File: src/rtl/tproc_fetch_pkg.sv
// Purpose: shared types and constants for the feature fetch path.
//   state_t        : fetcher FSM states
//   FT_STRIDE_LSB  : position of the 2-bit stride field inside fetch_type
//   DEF_*          : default widths used by feature_fetcher parameters
`timescale 1ns/1ps
package tproc_fetch_pkg;

  localparam int unsigned DEF_DATA_W    = 64;
  localparam int unsigned DEF_SRC_AW    = 16;
  localparam int unsigned DEF_DST_AW    = 8;
  localparam int unsigned DEF_NUM_BANKS = 4;

  localparam int unsigned FT_STRIDE_LSB = 2;
  localparam int unsigned FT_STRIDE_W   = 2;
  localparam int unsigned STRIDE_W      = 3;   // stride value 1..4
  localparam int unsigned CNT_W         = 9;   // issued / received counters

  typedef enum logic [1:0] {
    S_IDLE  = 2'd0,
    S_ISSUE = 2'd1,
    S_DRAIN = 2'd2,
    S_DONE  = 2'd3
  } state_t;

endpackage

File: src/rtl/feature_fetcher.sv
// Purpose: executes one feature-fetch command: streams N (strided) source
// words into a feature buffer bank, then pulses done.
// Ports:
//   clk, rst                      : clock, synchronous active-high reset
//   fetch_enable                  : command strobe, started on its rising edge
//   fetch_type/src_addr/dst_addr  : stride field, first source / buffer address
//   mem_sel, fetch_counter        : target bank, word count (0 = none)
//   src_rd_*                      : source read request / in-order response
//   buf_wr_*                      : one-hot bank write port
//   busy, done, err               : status (err sticky until next command)
`timescale 1ns/1ps
module feature_fetcher
  import tproc_fetch_pkg::*;
#(
  parameter int unsigned DATA_W    = DEF_DATA_W,
  parameter int unsigned SRC_AW    = DEF_SRC_AW,
  parameter int unsigned DST_AW    = DEF_DST_AW,
  parameter int unsigned NUM_BANKS = DEF_NUM_BANKS
) (
  input  logic                 clk,
  input  logic                 rst,
  input  logic                 fetch_enable,
  input  logic [7:0]           fetch_type,
  input  logic [SRC_AW-1:0]    src_addr,
  input  logic [DST_AW-1:0]    dst_addr,
  input  logic [7:0]           mem_sel,
  input  logic [7:0]           fetch_counter,
  output logic                 src_rd_en,
  output logic [SRC_AW-1:0]    src_rd_addr,
  input  logic                 src_rd_ready,
  input  logic                 src_rd_valid,
  input  logic [DATA_W-1:0]    src_rd_data,
  output logic [NUM_BANKS-1:0] buf_wr_en,
  output logic [DST_AW-1:0]    buf_wr_addr,
  output logic [DATA_W-1:0]    buf_wr_data,
  output logic                 busy,
  output logic                 done,
  output logic                 err
);

  localparam int unsigned BANK_W = (NUM_BANKS > 1) ? $clog2(NUM_BANKS) : 1;

  state_t                r_state, w_state_nxt;
  logic                  r_fe_d;
  logic                  r_src_rd_en, w_src_rd_en_nxt;
  logic [SRC_AW-1:0]     r_src_rd_addr, w_src_rd_addr_nxt;
  logic [CNT_W-1:0]      r_iss, w_iss_nxt;
  logic [CNT_W-1:0]      r_rcv, w_rcv_nxt;
  logic                  r_busy, w_busy_nxt;
  logic                  r_done, w_done_nxt;
  logic                  r_err, w_err_nxt;

  // Latched command fields
  logic [7:0]            r_cnt;
  logic [STRIDE_W-1:0]   r_stride;
  logic [BANK_W-1:0]     r_bank;
  logic                  r_bad;
  logic [DST_AW-1:0]     r_dst_cnt;

  logic [NUM_BANKS-1:0]  r_buf_wr_en;
  logic [DST_AW-1:0]     r_buf_wr_addr;
  logic [DATA_W-1:0]     r_buf_wr_data;

  logic                  w_start;
  logic                  w_acc;
  logic                  w_rsp;
  logic                  w_bad_bank;
  logic [CNT_W-1:0]      w_n;
  logic                  w_unused_ok;

  assign w_unused_ok = &{1'b0, fetch_type[7:FT_STRIDE_LSB+FT_STRIDE_W],
                         fetch_type[FT_STRIDE_LSB-1:0]};

  assign w_n        = CNT_W'(r_cnt);
  assign w_bad_bank = (mem_sel >= 8'(NUM_BANKS));
  // Rising edge only, and only while idle; edges elsewhere are dropped
  assign w_start    = fetch_enable & ~r_fe_d & (r_state == S_IDLE);
  assign w_acc      = r_src_rd_en & src_rd_ready & (r_state == S_ISSUE);
  // Responses count only while a command is collecting them
  assign w_rsp      = src_rd_valid & ((r_state == S_ISSUE) || (r_state == S_DRAIN))
                      & (r_rcv < w_n);

  // Next-state and registered-output values
  always_comb begin
    w_state_nxt       = r_state;
    w_src_rd_addr_nxt = r_src_rd_addr;
    w_iss_nxt         = r_iss;
    w_rcv_nxt         = r_rcv + CNT_W'(w_rsp);
    w_err_nxt         = r_err;
    w_done_nxt        = 1'b0;

    case (r_state)
      S_IDLE: begin
        if (w_start) begin
          w_err_nxt         = 1'b0;
          w_iss_nxt         = '0;
          w_rcv_nxt         = '0;
          w_src_rd_addr_nxt = src_addr;
          if (w_bad_bank || (fetch_counter == 8'd0)) begin
            w_state_nxt = S_DONE;
          end else begin
            w_state_nxt = S_ISSUE;
          end
        end
      end
      S_ISSUE: begin
        if (w_acc) begin
          w_src_rd_addr_nxt = r_src_rd_addr + SRC_AW'(r_stride);
          w_iss_nxt         = r_iss + CNT_W'(1);
          if ((r_iss + CNT_W'(1)) == w_n) begin
            w_state_nxt = S_DRAIN;
          end
        end
      end
      S_DRAIN: begin
        // Include this cycle's response so DONE follows the last write directly
        if (w_rcv_nxt == w_n) begin
          w_state_nxt = S_DONE;
        end
      end
      S_DONE: begin
        w_done_nxt  = 1'b1;
        w_state_nxt = S_IDLE;
        if (r_bad) begin
          w_err_nxt = 1'b1;
        end
      end
      default: w_state_nxt = S_IDLE;
    endcase

    w_busy_nxt      = (w_state_nxt != S_IDLE);
    w_src_rd_en_nxt = (w_state_nxt == S_ISSUE);
  end

  // State, counters, command latch and write port
  always_ff @(posedge clk) begin
    if (rst) begin
      r_state       <= S_IDLE;
      r_fe_d        <= 1'b0;
      r_src_rd_en   <= 1'b0;
      r_src_rd_addr <= '0;
      r_iss         <= '0;
      r_rcv         <= '0;
      r_busy        <= 1'b0;
      r_done        <= 1'b0;
      r_err         <= 1'b0;
      r_cnt         <= '0;
      r_stride      <= '0;
      r_bank        <= '0;
      r_bad         <= 1'b0;
      r_dst_cnt     <= '0;
      r_buf_wr_en   <= '0;
      r_buf_wr_addr <= '0;
      r_buf_wr_data <= '0;
    end else begin
      r_state       <= w_state_nxt;
      r_fe_d        <= fetch_enable;
      r_src_rd_en   <= w_src_rd_en_nxt;
      r_src_rd_addr <= w_src_rd_addr_nxt;
      r_iss         <= w_iss_nxt;
      r_rcv         <= w_rcv_nxt;
      r_busy        <= w_busy_nxt;
      r_done        <= w_done_nxt;
      r_err         <= w_err_nxt;

      if (w_start) begin
        r_cnt     <= fetch_counter;
        r_stride  <= STRIDE_W'(fetch_type[FT_STRIDE_LSB +: FT_STRIDE_W]) + STRIDE_W'(1);
        r_bank    <= BANK_W'(mem_sel);
        r_bad     <= w_bad_bank;
        r_dst_cnt <= dst_addr;
      end

      if (w_rsp) begin
        r_buf_wr_en   <= NUM_BANKS'(1) << r_bank;
        r_buf_wr_addr <= r_dst_cnt;
        r_buf_wr_data <= src_rd_data;
        r_dst_cnt     <= r_dst_cnt + DST_AW'(1);
      end else begin
        r_buf_wr_en   <= '0;
      end
    end
  end

  assign src_rd_en   = r_src_rd_en;
  assign src_rd_addr = r_src_rd_addr;
  assign buf_wr_en   = r_buf_wr_en;
  assign buf_wr_addr = r_buf_wr_addr;
  assign buf_wr_data = r_buf_wr_data;
  assign busy        = r_busy;
  assign done        = r_done;
  assign err         = r_err;

endmodule

File: config.mk
export PLATFORM = sky130hd
export DESIGN_NAME = feature_fetcher
export DESIGN_NICKNAME = d
export VERILOG_FILES = /design/src/rtl/tproc_fetch_pkg.sv /design/src/rtl/feature_fetcher.sv
export SDC_FILE = /design/constraint.sdc
export NUM_CORES = 1
export LEC_CHECK = 0
export BUFFER_PORTS_ARGS = -buffer_cell sky130_fd_sc_hd__buf_2
export CAP_MARGIN = 20
export CORE_MARGIN = 3
export CORE_UTILIZATION = 55
export CTS_CLUSTER_SIZE = 28
export DETAILED_ROUTE_END_ITERATION = 6
export GPL_TIMING_DRIVEN = 1
export HOLD_SLACK_MARGIN = 0.05
export MAX_ROUTING_LAYER = met4
export PLACE_DENSITY_LB_ADDON = 0.05
export RECOVER_POWER = 25
export SLEW_MARGIN = 20
export SYNTH_ARGS = -nofsm -noshare
export SYNTH_HDL_FRONTEND = slang
export SYNTH_SLANG_ARGS = --single-unit
File: constraint.sdc
create_clock -name clk -period 5.4 [get_ports clk]
set_input_delay 0.27 -clock clk [delete_from_list [all_inputs] [get_ports clk]]
set_output_delay 0.27 -clock clk [all_outputs]
set_load 0.1 [all_outputs]
==> summary.md <==
| Metric | Value |
|---|---|
| Outcome | finished, violations left |
| Failing checks | capacitance limit, slew limit |
| Via-per-instance ratio | 5.806 |
| Simple-Gate Fraction of Synth Area | around 22% |
| Period Utilization, post-route | 72.93% |
| Max Root-Sink Buffers | 2 |
| Critical path required time | 5690 ps |
| Post-Syn Instances | 845 |
| Final hold vios | 0 |
| Inserted Clock Buffers | 17 |
| Vias | slightly below 7000 |
| Hold-fix buffers, CTS | 0 |
| Worst min path class | in2reg |
| Vias in the first global route | 5829 |
| Starting density of the core | 57.82% |
| Post-route minimum period | 3938 ps |
| Share of cells above drive strength 1 | 20.74% |
| Worst r2r path cells | 15 |
| Placed cell areas | 0.007780 mm2 |
| Critical Path AT | around 4200 ps |
| Register area share after synthesis | 41.09% |
| CP startpoint | rst |
| Sum Neg Setup Slack | 0 ps |
| Final wirelength | ~19 mm |
| Drt first-iter violations | approximately 630 |
| Core area | approximately 0.012 mm2 |
| Max IR drop VDD | 460.9 uV |
| Post-CTS resize count | 0 |
| CTS root buf | clkbuf_16 |
| Worst setup SP type | input port |
| Top cell type by total area after synthesis | dfxtp_1 |
| Peak Freq | 253.9 MHz |
| CTS Sinks | roughly 140 |
| Synthesized area | 0.006771 mm2 |
| Crit. End Element | flop |
| Worst skew pair latency | approximately 410 ps |
| Clock slew at reported path FFs | 60 ps |
| Die span in y | 117.0 um |
| CTS tree | built |
| Antenna Nets Post-Route | 0 |
| RSZ-0062 raised after global routing | no |
| PortBufs | about 210 |
| Drt pass-1 iters | 6 |
| Main combinational cell family by area after synthesis | compound AO/OA/AOI/OAI gates |
| Synth warn | 0 |
| Worst r2r src | r_rcv[1] |
| GPL Wtd Cong | between 0.8 and 0.9 |
| DR WL/cell | 15.87 um |
| # H-tree levels | 4 |
| Seq cells post-synth | 139 |
| Die Area | 0.01368 mm2 |
| Fraction of registers with async set/reset | 0% |
| Post-synthesis compound-gate area fraction | 24.11% |
| DRC | 0 |
| GR Util All Layers | 26.72% |
| DP HPWL | 12.19 mm |
| Die X | 117.0 um |
| Synth Area in Adders | 3.806% |
| Slew Limit Fails | 102 |
| Post-synthesis mux area share | 0.4435% |
| CP max FO | 51 |
| Max-cap violations | 2 |
| Area growth syn-to-layout | 22.84% |
| # Post-CTS Setup Buffers | 0 |
| # rows | 39 |
| Rel. slew slack | -45.98% |
| Worst r2r dst | src_rd_en |
| Yosys top cell area share | between 40% and 50% |
| Worst Tran Pin Value | 2190 ps |
| Post-Syn Nets | 982 |
| Yosys cell types | 70 |
| Class of the most critical setup path | in2reg |
| Post-route cell area | just over 0.008 mm2 |
| Pwr dens | 534.8 mW/mm2 |
| Grt total ovfl | 0 |
| Leakage power | 3.209 nW |
| XOR/XNOR Fraction of Synth Area | 3.344% |
| R2R Setup Slk | ~1700 ps |
| Final count of negative-setup-slack endpoints | 0 |
| Number of synthesized flops with an enable pin | 0 |
| Largest net degree at the start of global routing | 79 |
| Initial antenna violation count | 0 |
| Main flop type after synthesis | dfxtp_1 |
| Fin nets | between 1000 and 1500 |
| First-pass GRT wire length | 28.74 mm |
| Synth area leaders | dfxtp_1 (41%), a21oi_1 (8.7%), o21ai_0 (7.0%), nand3_1 (6.9%), ha_1 (3.5%) |
| Syn_area_per_cell | 8.014 um2 |
| Num ports | 213 |
| Min-Delay Path Depth | 2 |
| Critical Path End | busy |
| Worst Skew | slightly below 6 ps |
-- worst min-delay path by stage --
| stage | from | to |
|---|---|---|
| floorplan | fetch_type[2] | r_stride[0] |
| global placement | buf_wr_data[19] | buf_wr_data[19] |
| detailed placement | buf_wr_data[50] | buf_wr_data[50] |
| CTS | fetch_type[2] | r_stride[0] |
| global route | fetch_type[2] | r_stride[0] |
| finish | fetch_type[2] | r_stride[0] |
-- sequential cells by signal (all words and copies together) (netlist names) --
signal	flops
done	1
buf_wr_en	4
r_rcv	9
src_rd_en	1
busy	1
r_dst_cnt	8
buf_wr_addr	8
r_stride	3
src_rd_addr	16
r_bad	1
r_fe_d	1
r_cnt	8
r_state	2
err	1
buf_wr_data	64
r_bank	2
r_iss	9
-- Yosys cell counts (8+ instances only) --
| master | number |
|---|---|
| a211oi_1 | 12 |
| a21oi_1 | 118 |
| and3_1 | 8 |
| buf_1 | 9 |
| clkbuf_1 | 49 |
| dfxtp_1 | 139 |
| ha_1 | 19 |
| inv_1 | 18 |
| nand2_1 | 59 |
| nand2b_1 | 10 |
| nand3_1 | 93 |
| nor2_1 | 41 |
| nor3_1 | 12 |
| nor3b_1 | 16 |
| o211ai_1 | 9 |
| o21ai_0 | 95 |
| o22ai_1 | 11 |
| xnor2_1 | 16 |
| xor2_1 | 8 |
-- through the flow --
step | hold slack, ps | cells | setup WS (ps) | utilization (%) | power (mW)
final | 74.96 | 1166 | 1462 | 71.03 | 4.449
after global placement | 450.5 | 1133 | 1812 | 66.43 | 3.258
after detailed placement | 454.8 | 1133 | 1738 | 66.43 | 3.274
after floorplan | 365.6 | 845 | 2012 | - | 2.931
after CTS | 56.63 | 1165 | 1688 | 71.67 | 4.476
after global routing | 74.87 | 1165 | 1073 | 71.00 | 4.646
-- placed cells by master (no fill, tap or decap), drive strengths merged, types with 13 or more instances in the layout --
cell type | netlist | routed
xnor2 | 17 | 17
ha | 19 | 19
buf | 18 | 156
nor2 | 42 | 42
dfxtp | 139 | 139
o21ai | 97 | 97
inv | 19 | 20
nor3b | 16 | 16
clkbuf | 51 | 80
nand3 | 95 | 95
a21oi | 118 | 118
nor3 | 13 | 13
a211oi | 13 | 13
nand2 | 59 | 59
-- cell families (layout without fill, tap and decap cells) --
| group | count (synthesis) | in the layout |
|---|---|---|
| flip-flops | 139 | 139 |
| AO/OA/AOI/OAI | 287 | 287 |
| buffers and inverters | 89 | 266 |
| other | 0 | 1 |
| AND/OR/NAND/NOR | 282 | 282 |
| adder cells (fa/ha/maj) | 20 | 20 |
| XOR/XNOR | 25 | 25 |
| multiplexers | 3 | 3 |
-- worst max-delay path, cell delays in order --
cell and delay (ps):
clkbuf_1 1490, clkbuf_1 1670, a2111oi_0 320, nand3b_4 290, o21bai_1 150
-- where the power goes --
part	leakage (nW)	internal (mW)	switching (mW)	total, mW
Clock	0.300	0.764	0.440	1.20
Sequential	1.13	1.21	0.138	1.34
Combinational	1.78	0.367	1.53	1.90
Total	3.21	2.34	2.11	4.45
-- layer usage --
layer / up-vias / share of wire [%] / global-route usage, %
met2: 250 / 46 / 39.74
met1: 3128 / 46 / 36.68
li1: 3371 / - / -
met5: - / 0 / -
met3: 21 / 7.1 / 6.272
met4: 0 / 1.2 / 7.110
-- layout make-up --
type / instances / area [um2]
Multi-Input combinational cell: 617 / 3650
Clock inverter: 10 / 138.9
Timing Repair Buffer: 214 / 1016
Tap cell: 143 / 178.9
Inverter: 20 / 75.07
Clock buffer: 22 / 474.2
Fill cell: 1037 / 3393
Sequential cell: 139 / 2783
Antenna cell: 1 / 2.502
Power figures use the tool's default switching activity.
